$ cat src/rtl/game_tick_pkg.sv
// Shared types and helpers for the multi-channel game tick: default period,
// loader state encoding and the period clamp.
package game_tick_pkg;

  typedef enum logic [0:0] {
    LD_IDLE = 1'b0,
    LD_PEND = 1'b1
  } ld_state_e;

  function automatic int default_div(input int clk_hz, input int step_hz);
    return clk_hz / step_hz;
  endfunction

  function automatic logic [31:0] clamp_min(input logic [31:0] v, input logic [31:0] lo);
    if (v < lo) begin
      return lo;
    end else begin
      return v;
    end
  endfunction

endpackage

$ cat src/rtl/tick_channel.sv
// One tick channel: programmable-period divider, registered tick pulse and
// wrapping tick counter. Period load has priority over a speed-up step.
module tick_channel
  import game_tick_pkg::*;
#(
  parameter int               DIV_W    = 24,
  parameter int               CNT_W    = 16,
  parameter int               MIN_DIV  = 2,
  parameter int               DEC_STEP = 1_000_000,
  parameter logic [DIV_W-1:0] DIV_RST  = DIV_W'(5_000_000)
)(
  input  logic             clk,
  input  logic             rst_n,
  input  logic             run,
  input  logic             restart,
  input  logic             speedup,
  input  logic             load,
  input  logic [DIV_W-1:0] load_div,
  output logic             wrap,
  output logic             tick,
  output logic [CNT_W-1:0] tick_count
);

  localparam logic [DIV_W-1:0] MIN_V  = DIV_W'(MIN_DIV);
  localparam logic [DIV_W-1:0] DEC_V  = DIV_W'(DEC_STEP);
  localparam logic [DIV_W-1:0] SAT_TH = MIN_V + DEC_V;

  logic [DIV_W-1:0] cnt_r;
  logic [DIV_W-1:0] div_r;
  logic [DIV_W-1:0] spd_div_s;
  logic             wrap_s;
  logic             tick_r;
  logic [CNT_W-1:0] count_r;

  // Compare is >= so a period shortened below the current count wraps at once.
  assign wrap_s = run & ~restart & (cnt_r >= (div_r - DIV_W'(1)));

  // Saturating speed-up: never step below the minimum legal period.
  always_comb begin
    spd_div_s = div_r;
    if (div_r < SAT_TH) begin
      spd_div_s = MIN_V;
    end else begin
      spd_div_s = div_r - DEC_V;
    end
  end

  // Divider, tick pulse and tick counter state.
  always_ff @(posedge clk or negedge rst_n) begin
    if (!rst_n) begin
      cnt_r   <= '0;
      div_r   <= DIV_RST;
      tick_r  <= 1'b0;
      count_r <= '0;
    end else begin
      tick_r <= wrap_s;
      if (restart) begin
        cnt_r   <= '0;
        count_r <= '0;
      end else if (wrap_s) begin
        cnt_r   <= '0;
        count_r <= count_r + CNT_W'(1);
      end else if (run) begin
        cnt_r <= cnt_r + DIV_W'(1);
      end
      if (load) begin
        div_r <= load_div;
      end else if (speedup) begin
        div_r <= spd_div_s;
      end
    end
  end

  assign wrap       = wrap_s;
  assign tick       = tick_r;
  assign tick_count = count_r;

endmodule

$ cat src/rtl/game_tick_multi.sv
// NCH independent programmable game-tick channels with pause/restart fan-out
// and a valid/ready period loader that applies new periods only at safe points.
module game_tick_multi
  import game_tick_pkg::*;
#(
  parameter int NCH      = 2,
  parameter int CLK_HZ   = 25_000_000,
  parameter int STEP_HZ  = 5,
  parameter int DIV_W    = 24,
  parameter int MIN_DIV  = 2,
  parameter int DEC_STEP = 1_000_000,
  parameter int CNT_W    = 16,
  parameter int CH_W     = (NCH > 1) ? $clog2(NCH) : 1
)(
  input  logic               clk,
  input  logic               rst_n,
  input  logic [NCH-1:0]     en,
  input  logic               pause,
  input  logic               restart,
  input  logic [NCH-1:0]     speedup,
  input  logic               cfg_valid,
  output logic               cfg_ready,
  input  logic [CH_W-1:0]    cfg_ch,
  input  logic [DIV_W-1:0]   cfg_div,
  output logic [NCH-1:0]     tick,
  output logic [NCH*CNT_W-1:0] tick_count
);

  localparam logic [DIV_W-1:0] DIV_RST = DIV_W'(default_div(CLK_HZ, STEP_HZ));

  ld_state_e        state_r;
  logic             cfg_ready_r;
  logic [CH_W-1:0]  ld_ch_r;
  logic             ld_ok_r;
  logic [DIV_W-1:0] ld_div_r;
  logic [NCH-1:0]   run_s;
  logic [NCH-1:0]   wrap_s;
  logic [NCH-1:0]   load_s;
  logic             ld_done_s;

  assign run_s = en & {NCH{~pause}};

  // A pending load lands at a wrap, on a stopped channel, or on restart.
  always_comb begin
    load_s = '0;
    for (int i = 0; i < NCH; i++) begin
      load_s[i] = (state_r == LD_PEND) & ld_ok_r & (ld_ch_r == CH_W'(i)) &
                  (wrap_s[i] | ~run_s[i] | restart);
    end
    ld_done_s = (state_r == LD_PEND) & (~ld_ok_r | (|load_s));
  end

  // Loader FSM: out-of-range channels are accepted and dropped.
  always_ff @(posedge clk or negedge rst_n) begin
    if (!rst_n) begin
      state_r     <= LD_IDLE;
      cfg_ready_r <= 1'b1;
      ld_ch_r     <= '0;
      ld_ok_r     <= 1'b0;
      ld_div_r    <= DIV_RST;
    end else begin
      case (state_r)
        LD_IDLE: begin
          if (cfg_valid) begin
            state_r     <= LD_PEND;
            cfg_ready_r <= 1'b0;
            ld_ch_r     <= cfg_ch;
            ld_ok_r     <= ({1'b0, cfg_ch} < (CH_W + 1)'(NCH));
            ld_div_r    <= DIV_W'(clamp_min(32'(cfg_div), 32'(MIN_DIV)));
          end
        end
        LD_PEND: begin
          if (ld_done_s) begin
            state_r     <= LD_IDLE;
            cfg_ready_r <= 1'b1;
          end
        end
        default: begin
          state_r     <= LD_IDLE;
          cfg_ready_r <= 1'b1;
        end
      endcase
    end
  end

  assign cfg_ready = cfg_ready_r;

  for (genvar g = 0; g < NCH; g++) begin : g_ch
    tick_channel #(
      .DIV_W    (DIV_W),
      .CNT_W    (CNT_W),
      .MIN_DIV  (MIN_DIV),
      .DEC_STEP (DEC_STEP),
      .DIV_RST  (DIV_RST)
    ) u_ch (
      .clk        (clk),
      .rst_n      (rst_n),
      .run        (run_s[g]),
      .restart    (restart),
      .speedup    (speedup[g]),
      .load       (load_s[g]),
      .load_div   (ld_div_r),
      .wrap       (wrap_s[g]),
      .tick       (tick[g]),
      .tick_count (tick_count[g*CNT_W +: CNT_W])
    );
  end

endmodule

$ cat config.mk
export PLATFORM = sky130hd
export DESIGN_NAME = game_tick_multi
export DESIGN_NICKNAME = d
export VERILOG_FILES = /design/src/rtl/game_tick_pkg.sv /design/src/rtl/tick_channel.sv /design/src/rtl/game_tick_multi.sv
export SDC_FILE = /design/constraint.sdc
export NUM_CORES = 1
export LEC_CHECK = 0
export CORE_MARGIN = 2
export CORE_UTILIZATION = 60
export CTS_CLUSTER_SIZE = 28
export DETAILED_ROUTE_END_ITERATION = 6
export GPL_TIMING_DRIVEN = 0
export PLACE_DENSITY_LB_ADDON = 0.05
export SYNTH_ARGS = -nofsm -noshare
export SYNTH_HDL_FRONTEND = slang
export SYNTH_SLANG_ARGS = --single-unit
$ cat constraint.sdc
create_clock -name clk -period 5 [get_ports clk]
set_input_delay 1 -clock clk [delete_from_list [all_inputs] [get_ports clk]]
set_output_delay 1 -clock clk [all_outputs]
set_load 0.02 [all_outputs]
# Yosys cells after proc, flatten, opt, wreduce, memory -nomap -nowiden
# Cells that the tools add are included.
# word_totals
register_bits	158
input_bits	34
out_inout_bits	35
elab_cells	83
# op_classes
add_sub_neg	8
magnitude_cmp	5
eq_ne	2
muxes	23
n_bitwise	23
n_reduce_logical	9
# ops
operator	count
$mux 24	13
$mux 16	4
$add 24x1->24 const B	2
$ge 24x24->1	2
$lt 24x20->1 const B	2
$sub 24x1->24 const B	2
$sub 24x20->24 const B	2
$add 16x1->16 const B	2
$lt 24x2->1 const B	1
$and 1x1->1	10
$reduce_bool 2->1	4
$not 1->1	7
$reduce_bool 3->1	2
$or 1x1->1	5
$mux 1	4
$pmux 1 s2	2
$reduce_and 2->1	2
$and 2x2->2	1
$ne 2x1->1 const B	1
$ne 2x2->1 const B	1
$reduce_or 2->1	1

# Longest topological paths before layout
# Gate-level depths: netlist of run 1.
# depth
ltp_word	12
ltp_mapped	17
mapped_depth_nobuf	15

# Modules after synthesis
# A second synthesis of run 1 with hierarchy kept.
# hier_totals
cells_unflattened	1109
area_unflattened_um2	10293.6
# by_module_without_submodules
module	instances	cells_each	area_each_um2	seq_area_each_um2
tick_channel at g_ch[1].u_ch	1	519	4647.0	1636.6
tick_channel at g_ch[0].u_ch	1	510	4468.0	1636.6
game_tick_multi	1	80	1178.6	711.9

# Worst setup path before layout of run 1
# No wires, ideal clock.
# synth_timing
path_type	flip-flop to flip-flop
from	reg g_ch[1].u_ch.div_r[5]
to	reg g_ch[1].u_ch.div_r[10]
setup_time_ns	0.125
t_arrival_ns	3.825
t_required_ns	4.875
slack_ns	1.050
stages_incl_launch_ff	15
n_path_buf	1
synth_period_minus_slack_ns	3.950
cell_sequence	dfrtp_1 -> nor4_1 -> nand3_1 -> nor3_1 -> nand3_1 -> nor3_1 -> xnor2_1 -> ha_1 -> nand4_1 -> nor3_1 -> a211oi_1 -> nand3_2 -> nand2_2 -> buf_2 -> mux2_2
# synth_between
elab_chain_len	7
elab_cells_between_ends	12
classes_between	add/sub: 2; order compare: 2; mux: 3; bitwise: 4; reduce/logical: 1
# synth_lines
element	line_no	text
start, declared	tick_channel.sv:29	logic [DIV_W-1:0] div_r;
start signal, assigned	tick_channel.sv:67	div_r <= load_div;
start signal, assigned	tick_channel.sv:69	div_r <= spd_div_s;
$sub 24x1->24	tick_channel.sv:36	assign wrap_s = run & ~restart & (cnt_r >= (div_r - DIV_W'(1)));
$ge 24x24->1	tick_channel.sv:36	
$and 1x1->1	tick_channel.sv:36	
$or 1x1->1 (2 in a row)	game_tick_multi.sv:48	(wrap_s[i] | ~run_s[i] | restart);
$and 1x1->1	game_tick_multi.sv:47	load_s[i] = (state_r == LD_PEND) & ld_ok_r & (ld_ch_r == CH_W'(i)) &
$mux 24 / $reduce_bool 2->1 (equally long branches)	n/a	
# Parallel ways exist; a longest one is shown, timed or not. The select of a mux whose other input is x is not followed.
# A chain may end at the register's enable or synchronous reset.

# Worst setup path after layout of run 1
# layout_timing
from	reg g_ch[1].u_ch.div_r[8]
to	reg g_ch[1].u_ch.div_r[16]
# The elaborated chain is that of the path after synthesis.

==> results of run 1 <==
-- cell usage in the layout, fill, tap and decap left out, types with 13 or more instances in the layout --
cell / Yosys / final
clkbuf_16: 0 / 17
a21o_1: 19 / 19
inv_1: 41 / 41
nor3_1: 31 / 27
mux2i_1: 16 / 16
xnor2_1: 42 / 42
or3_1: 26 / 26
xor2_1: 21 / 21
nor2_1: 90 / 90
and3_1: 26 / 26
o31ai_1: 14 / 13
buf_2: 15 / 15
o21ai_0: 74 / 74
nand2b_1: 25 / 25
nand4_1: 15 / 15
dfstp_2: 25 / 25
nand2_1: 149 / 149
ha_1: 58 / 58
clkdlybuf4s50_1: 0 / 66
nor4_1: 22 / 21
mux2_2: 20 / 20
dfrtp_1: 133 / 133
clkbuf_1: 44 / 44
a31oi_1: 17 / 17
a21oi_1: 79 / 79
nand3_1: 59 / 59
-- state kept, by name (all words and copies together) (netlist names) --
name / flops
ld_div_r: 24
cfg_ready: 1
state_r: 1
ld_ch_r: 1
g_ch.u_ch.tick: 2
g_ch.u_ch.div_r: 48
g_ch.u_ch.tick_count: 32
ld_ok_r: 1
g_ch.u_ch.cnt_r: 48
-- where the power goes --
| group | switching (W) | internal (W) |
|---|---|---|
| clock network | 0.000592 | 0.000770 |
| registers | 0.000233 | 0.00155 |
| logic | 0.00108 | 0.000756 |
-- worst max path at each step --
stage                          startpoint                      to  slack [ps]  depth (start not counted)
finish              g_ch[1].u_ch.div_r[8]  g_ch[1].u_ch.div_r[16]         270                         16
global route        g_ch[0].u_ch.div_r[4]  g_ch[0].u_ch.cnt_r[13]          -8                         15
CTS                 g_ch[1].u_ch.div_r[4]  g_ch[1].u_ch.div_r[16]         210                         14
detailed placement  g_ch[1].u_ch.div_r[4]  g_ch[1].u_ch.div_r[16]        -140                         14
global placement                    rst_n            ld_div_r[16]       -3630                          1
floorplan           g_ch[1].u_ch.div_r[5]  g_ch[1].u_ch.div_r[10]        1050                         14
-- area by class of cell --
type                            count  share of cell area (%)
Buffer                             64                    2.30
Clock buffer                       18                    3.69
Clock inverter                     14                    1.44
Inverter                           41                    1.29
Multi-Input combinational cell    925                    49.6
Sequential cell                   158                    33.5
Tap cell                          220                    2.31
Timing Repair Buffer               68                    5.91
-- Yosys cell counts, types with 5 or more instances --
library cell,number,area [µm²]
nor3b_1,6,45.0
or3_1,26,163
nand4_1,15,93.8
ha_1,58,726
nand2b_1,25,156
inv_1,41,154
or4_1,10,75.1
a21oi_1,79,395
o31ai_1,14,105
a31oi_1,17,106
nor2b_1,10,62.6
nor3_1,31,155
clkbuf_1,44,165
and2_1,7,43.8
a41oi_1,6,52.6
nand2_1,149,559
mux2i_1,16,160
and3_1,26,163
xnor2_1,42,368
nor2_1,90,338
nor4_1,22,138
buf_2,15,75.1
nand3_1,59,295
dfstp_2,25,657
a22o_1,5,43.8
a22oi_1,6,45.0
o21ai_0,74,370
a21o_1,19,143
a211oi_1,8,60.1
nand3b_1,8,60.1
dfrtp_1,133,3330
xor2_1,21,184
mux2_2,20,225
-- stage by stage --
stage / std cells / setup slack, ps / util (%) / hold WS [ps]
CTS: 1508 / 215 / 71.3 / 432
global placement: 1475 / -3630 / 67.4 / 468
global route: 1508 / -8.32 / 71.5 / 442
finish: 1508 / 266 / 71.5 / 426
floorplan: 1188 / 1050 / - / 445
detailed placement: 1476 / -138 / 67.6 / 469
-- worst max-delay path, stage by stage, from the launching register on --
cell,delay (ps)
dfstp_2,360
clkbuf_1,200
or3_1,460
or3_1,460
nor2b_1,240
nand2_1,90
nor2_1,130
xnor2_1,150
ha_1,270
a21o_1,180
a21o_1,190
a22o_1,200
a41oi_2,380
nand3_2,350
nand2_2,290
buf_2,300
mux2_2,370
-- timing repair --
item | CTS | global route
buffers inserted | 0 | 0
endpoints found under the setup margin | 14 | 80
hold buffers | 0 | 0
resized for setup | 1 | 7
-- metal layers --
layer  vias up  GRT usage [%]
li1       4450              -
met1      4491           44.5
met2       333           45.0
met3        31           4.35
met4         0           7.84
met5         -              0
-- kinds of logic (layout without fill, tap and decap cells) --
group	after synthesis	in the layout	share of synthesized area [%]
AO/OA/AOI/OAI	273	273	17.0
XOR/XNOR	63	63	5.38
adder cells (fa/ha/maj)	58	58	7.07
buffers and inverters	105	205	4.17
flip-flops	158	158	38.8
multiplexers	36	36	3.75
AND/OR/NAND/NOR	495	495	23.8
==> impl_metrics.tcl, run 1 <==
set metrics [dict create \
    wl_per_cell_um 17.2 \
    fin_area_um2 11900 \
    clk_latency_ps 440 \
    worst_setup_path_end_kind "flop" \
    hold_class "in -> async" \
    tns_ps 0 \
    clk_pin_slew_ps 70 \
    rr_worst_depth 16 \
    drt_pass1_iterations 5 \
    slew_violations 0 \
    finalHoldViolCount 0 \
    syn_area_per_cell_um2 8.64 \
    worstPathMaxFanout 10 \
    ios 69 \
    cap_violations 0 \
    num_vias 9305 \
    crit_type "reg -> reg" \
    yosys_register_bits 158 \
    grt_pass1_wl_um 43200 \
    clockBufferDepth 2 \
    slew_headroom_pct 55.0 \
    synth_cells 1188 \
    drive_gt1_share_pct 9.32 \
    dr_wl_met3_um 1570 \
    antenna_cells 0 \
    initial_core_util_pct 61.7 \
    top_layer_used "met4" \
    drc 0 \
    start_kind "flop" \
    skew_ps 9.11 \
    tightestPinTransition_ps 669 \
    status "finished clean" \
    power_per_cell_area_nw_per_um2 419 \
    nNetsFinal 1367 \
    power.total_w 0.00499 \
    seq_area_um2 3990 \
    cts_num_sinks 158 \
    drt_iter0_drc 721 \
    r2r-start "g_ch[1].u_ch.div_r[8]" \
    dieArea_um2 18200 \
    seq_area_frac_synth_pct 38.8 \
    dp_hpwl_um 19000 \
    r2r_end "g_ch[1].u_ch.div_r[16]" \
    gr-usage-all-layers_pct 29.6 \
    routed-wl-met2_um 11600 \
    period_needed_ps 4730 \
    setup_viol 0 \
    r2r_slack_ps 270 \
    io_buffer_count 67 \
    nFillCells 1326 \
    rows 47 \
    grt_pass1_vias 8580 \
    core-area_um2 16600 \
    area_growth_syn_to_layout_pct 15.9 \
    gr-total-overflow 0 \
    grt_max_degree 123 \
    routed_wl_um 25900 \
    worst_ep_required_time_ps 5320 \
    gp_congestion 0.913 \
    cts_root_buf "clkbuf_16" \
    synth-async-reset-ratio_pct 100 \
    h-tree-depth 4 \
    peakVddDrop_v 0.000389 \
    cts_buffers 17 \
    fp.dieH_um 135 \
    via_per_inst 6.17 \
    die_w_um 135 \
    crit_arrival_ps 5050 \
    multi_input_area_um2 5900 \
    antenna_found_initial 0 \
    period_share_pct 94.7 \
    met1_length_um 12400 \
    fmax_mhz 211 \
    synth_edf_count 0 \
    syn_nets 1280 \
    synth_area_um2 10300 \
    yosysUniqueCellTypes 64 \
    cts_tree "built" \
    post_dp_cell_area_um2 11200 \
    p_leak_nw 5.09 \
    ant_nets 0 \
    synthFlopType "dfrtp_1" \
    synth_warnings 0 \
]
Note: power is estimated with default switching activity, not from simulation.
==> run 2, diff against run 1 <==
Settings changed: REMOVE_ABC_BUFFERS set to 1.
==> run 2 against run 1 <==
Effect of this change:
- die area unchanged
- wire length decreased by 7.8%
- sequential share of layout area increased by 0.42 points
- setup slack improved by 9.0 ps
- flip-flop and latch count unchanged
- global-route usage decreased by 2.3 points
- fmax increased by 0.19%
- critical path depth decreased by 2
==> impl_metrics.tcl, run 2 (same netlist as run 1, synthesis figures left out) <==
set metrics [dict create \
    finalNonFillerCells 1451 \
    skew_ps 7.27 \
    wl_per_cell_um 16.5 \
    period_needed_ps 4730 \
    dp_hpwl_um 17200 \
    final_cell_mix "nand2_1, dfrtp_1, nor2_1" \
    tightestPinTransition_ps 1210 \
    cts_num_sinks 158 \
    ios 69 \
    fp.dieH_um 135 \
    clk_pin_slew_ps 60 \
    routed_wl_um 23900 \
    status "finished clean" \
    gp_congestion 0.906 \
    ant_nets 0 \
    fmax_mhz 212 \
    power.total_w 0.00487 \
    antenna_cells 0 \
    hold_buffers 0 \
    nFillCells 1324 \
    dieArea_um2 18200 \
    clockBufferDepth 2 \
    drt_pass1_iterations 7 \
    cap_violations 0 \
    p_leak_nw 4.99 \
    slew_headroom_pct 18.9 \
    grt_pass1_vias 8189 \
    r2r_end "g_ch[1].u_ch.tick_count[3]" \
    start_kind "flop" \
    antenna_found_initial 0 \
    drive_gt1_share_pct 8.85 \
    worst_ep_required_time_ps 5300 \
    crit_arrival_ps 5030 \
    worstPathMaxFanout 13 \
    io_buffer_count 68 \
    r2r_slack_ps 270 \
    clk_latency_ps 420 \
    crit_type "reg -> reg" \
    nNetsFinal 1310 \
    gr-total-overflow 0 \
    period_share_pct 94.5 \
    worst_setup_path_end_kind "flop" \
    cts_root_buf "clkbuf_16" \
    finalHoldViolCount 0 \
    h-tree-depth 4 \
    area_growth_syn_to_layout_pct 14.5 \
    slew_violations 0 \
    dp_worst_setup_slack_ps -404 \
    dp.cells 1417 \
    rsz0062_at_grt "false" \
    holdWs_ps 457 \
    rows 47 \
    setup_ws_ps 275 \
    gr-usage-all-layers_pct 27.3 \
    drt_iter0_drc 673 \
    drc 0 \
    tns_ps 0 \
    setup_viol 0 \
    initial_core_util_pct 61.7 \
    cts_buffers 17 \
    die_w_um 135 \
    cts_tree "built" \
    power_per_cell_area_nw_per_um2 414 \
    rr_worst_depth 14 \
    via_per_inst 6.16 \
    r2r-start "g_ch[1].u_ch.div_r[12]" \
    peakVddDrop_v 0.000311 \
    grt_max_degree 113 \
    core-area_um2 16600 \
    num_vias 8942 \
    mostFrequentLayoutCell "nand2_1" \
    hold_class "in -> async" \
    grt_pass1_wl_um 40500 \
]
run 2: layout make-up:
type | instances | area, µm² | share of cell area (%)
Inverter | 41 | 154 | 1.31
Clock buffer | 22 | 454 | 3.87
Tap cell | 220 | 275 | 2.34
Sequential cell | 158 | 3990 | 33.9
Timing Repair Buffer | 75 | 785 | 6.68
Multi-Input combinational cell | 925 | 5960 | 50.7
Clock inverter | 10 | 138 | 1.17
run 2: per-stage QoR:
step | utilization, % | area [µm²]
floorplan | - | 9990
global placement | 65.8 | 10900
detailed placement | 66.5 | 11100
CTS | 70.2 | 11700
global route | 70.6 | 11700
finish | 70.6 | 11700
run 2: worst max-delay path by stage:
stage                                 startpoint                     endpoint  slack, ps  cells past startpoint
after CTS                  g_ch[0].u_ch.div_r[4]  g_ch[0].u_ch.tick_count[15]        110                     14
after global placement                     rst_n       g_ch[0].u_ch.cnt_r[23]      -3660                      1
final                     g_ch[1].u_ch.div_r[12]   g_ch[1].u_ch.tick_count[3]        270                     14
after detailed placement   g_ch[1].u_ch.div_r[5]       g_ch[1].u_ch.div_r[15]       -400                     14
after global routing      g_ch[1].u_ch.div_r[12]  g_ch[1].u_ch.tick_count[15]         10                     15
after floorplan            g_ch[0].u_ch.div_r[5]        g_ch[0].u_ch.div_r[7]      -1290                     14
run 2: power by group:
part	total, W	internal [W]	switching [W]
logic	0.00159	0.000719	0.000876
registers	0.00195	0.00156	0.000391
clock network	0.00132	0.000799	0.000524
total	0.00487	0.00308	0.00179
run 2: critical path: stages (launching register included):
cell and delay [ps]:
dfrtp_1 460, or4_1 630, nor3_1 390, nor2b_1 310, nand3_1 120, xor2_1 170
ha_1 330, nand4_1 210, nor4_2 500, a22o_1 260, a41oi_4 70, buf_12 220
a21oi_1 340, and4_1 260, mux2_2 330
run 2: routing by layer:
layer  GRT usage [%]  routed length (µm)  up-vias
met3            3.83                1360       29
met2            41.7               10700      283
met5               0                   0        -
met4            7.37                 337        0
li1                -                   -     4344
met1            40.9               11400     4286
run 2: repair_timing:
| item | 4_1_cts | 5_1_grt |
|---|---|---|
| endpoints found under the setup margin | 74 | 101 |
| setup buffers | 0 | 2 |
| resized for setup | 6 | 8 |
| pin swaps | 1 | 1 |
==> run 3, diff against run 2 <==
Settings changed: CORE_MARGIN 2 to not set.
Clock period 5 ns to 4.9 ns, I/O delays scaled along.
==> run 3 against run 2 <==
Effect of this change:
- clock-buffer cell count down 1
- via count up 0.74%
- total power up 0.90%
- first-iteration DRC count up 14%
- critical path depth down 1
- clock skew up 0.84 ps
- utilization up 0.083 points
- non-clock buffer count down 1
- global-route usage up 1.0 points
- final area up 0.12%
- sequential share of layout area about the same
- combinational power about the same
==> impl_metrics.tcl, run 3 (same netlist as run 1, synthesis figures left out) <==
set metrics [dict create \
    nNetsFinal 1310 \
    cts_buffers 17 \
    dp_hpwl_um 17000 \
    routed_wl_um 24100 \
    worst_ep_required_time_ps 5250 \
    crit_family "simple AND/OR/NAND/NOR gates" \
    die_w_um 133 \
    via_per_inst 6.21 \
    gr-total-overflow 0 \
    worstPathMaxFanout 27 \
    grtUsageMet1_pct 43.3 \
    power.total_w 0.00491 \
    grt_max_degree 116 \
    fp.dieH_um 133 \
    gr-usage-all-layers_pct 28.4 \
    tightestPinTransition_ps 1170 \
    fin_area_um2 11800 \
    slew_headroom_pct 21.0 \
    start_kind "flop" \
    slew_violations 0 \
    ios 69 \
    rsz0062_at_grt "false" \
    peakVddDrop_v 0.000315 \
    dieArea_um2 17600 \
    path_buf_inv 1 \
    fmax_mhz 220 \
    setup_viol 0 \
    clockBufferDepth 2 \
    crit_chain "or4_1, nor3_1, nand3_1, nor2_1, xnor2_1, ha_1, a21oi_1, o21ai_0, or3_1, o31ai_4, buf_8, nor2_1, a31oi_1" \
    globalRouteMet3Util_pct 3.79 \
    power_per_cell_area_nw_per_um2 418 \
    cts_root_buf "clkbuf_16" \
    cp_slowest_cell "or3_1" \
    antenna_cells 0 \
    wl_per_cell_um 16.6 \
    mostFrequentLayoutCell "nand2_1" \
    period_share_pct 92.8 \
    num_vias 9008 \
    period_needed_ps 4550 \
    h-tree-depth 4 \
    worst_setup_path_end_kind "flop" \
    post_dp_cell_area_um2 11100 \
    drc 0 \
    crit_arrival_ps 4890 \
    cap_violations 0 \
    max_stage_delay_ps 630 \
    p_leak_nw 4.96 \
    grt_busiest_layer "met1" \
    use_met2_pct 42.6 \
    cts_num_sinks 158 \
    clk_pin_slew_ps 60 \
    rows 47 \
    drt_iter0_drc 768 \
    final_cell_mix "nand2_1, dfrtp_1, nor2_1" \
    multi_input_area_um2 6000 \
    drive_gt1_share_pct 9.26 \
    core-area_um2 16600 \
    clk_latency_ps 420 \
    finalHoldViolCount 0 \
    cts_tree "built" \
    skew_ps 8.11 \
    grt_pass1_wl_um 40500 \
    hold_class "in -> async" \
    crit_type "reg -> reg" \
    grt_pass1_vias 8123 \
    antenna_found_initial 0 \
    cpMostUsedCell "nor2_1" \
    ant_nets 0 \
    status "finished clean" \
    nFillCells 1348 \
    area_growth_syn_to_layout_pct 14.6 \
    io_buffer_count 68 \
    seq_area_um2 3990 \
    drt_pass1_iterations 5 \
    gp_congestion 0.886 \
    initial_core_util_pct 61.7 \
]
==> run 3: report_power, final <==
group          leakage (nW)  internal [W]  switching [W]  total, W
combinational          2.66      0.000734       0.000888   0.00162
clock                 0.272      0.000744       0.000559   0.00130
sequential             2.03       0.00159       0.000396   0.00199
total                  4.96       0.00307        0.00184   0.00491
==> run 3: final cells by class <==
| type | instances | area share (%) |
|---|---|---|
| clock buffer | 21 | 4.00 |
| sequential | 158 | 33.9 |
| timing repair buffer | 74 | 6.57 |
| clock inverter | 11 | 0.894 |
| multi-input combinational | 926 | 51.0 |
| tap | 220 | 2.34 |
| inverter | 41 | 1.31 |
==> run 3: routing by layer <==
layer  wire length (µm)  part of all wire [%]  vias to the layer above
met1              11700                    49                     4351
li1                   -                     -                     4350
met2              10900                    45                      292
met4                212                  0.88                        0
met3               1270                   5.3                       15
met5                  0                     0                        -
==> run 3: worst paths after layout <==
check                                       start                          to  slack, ps  depth (start not counted)
hold reg to reg                      ld_div_r[11]                ld_div_r[11]        460                          2
min in group clk                     ld_div_r[11]                ld_div_r[11]        460                          2
setup reg to reg           g_ch[0].u_ch.div_r[13]      g_ch[0].u_ch.div_r[15]        350                         13
max in group asynchronous                   rst_n      g_ch[0].u_ch.cnt_r[19]       3570                          2
hold / removal                              rst_n  g_ch[1].u_ch.tick_count[8]        450                          1
setup / recovery           g_ch[0].u_ch.div_r[13]      g_ch[0].u_ch.div_r[15]        350                         13
==> run 3: repair_timing <==
action | 4_1_cts | 5_1_grt
cloned | 1 | 0
setup endpoints to repair | 93 | 123
buffers inserted | 0 | 1
gates resized for setup | 7 | 14
hold buffers | 0 | 0
pin swaps | 1 | 0
==> run 3: worst register-to-register path: cells and delay by family, from the launching register on <==
kind | cells | cell delay (ps)
buffers and inverters | 1 | 280
XOR/XNOR | 1 | 140
AND/OR/NAND/NOR | 6 | 2070
adder cells (fa/ha/maj) | 1 | 270
flip-flops | 1 | 420
AO/OA/AOI/OAI | 4 | 1290
==> run 3: stage by stage <==
stage / setup WS, ps / hold WS (ps) / util, % / std cells / TNS [ps]
finish: 354 / 448 / 70.7 / 1451 / 0
global route: 30.8 / 463 / 70.7 / 1451 / 0
CTS: 39.4 / 454 / 70.2 / 1450 / 0
detailed placement: -595 / 457 / 66.4 / 1417 / -22140
global placement: -3750 / 458 / 65.8 / 1412 / -708520
floorplan: -1390 / 445 / - / 1124 / -26240
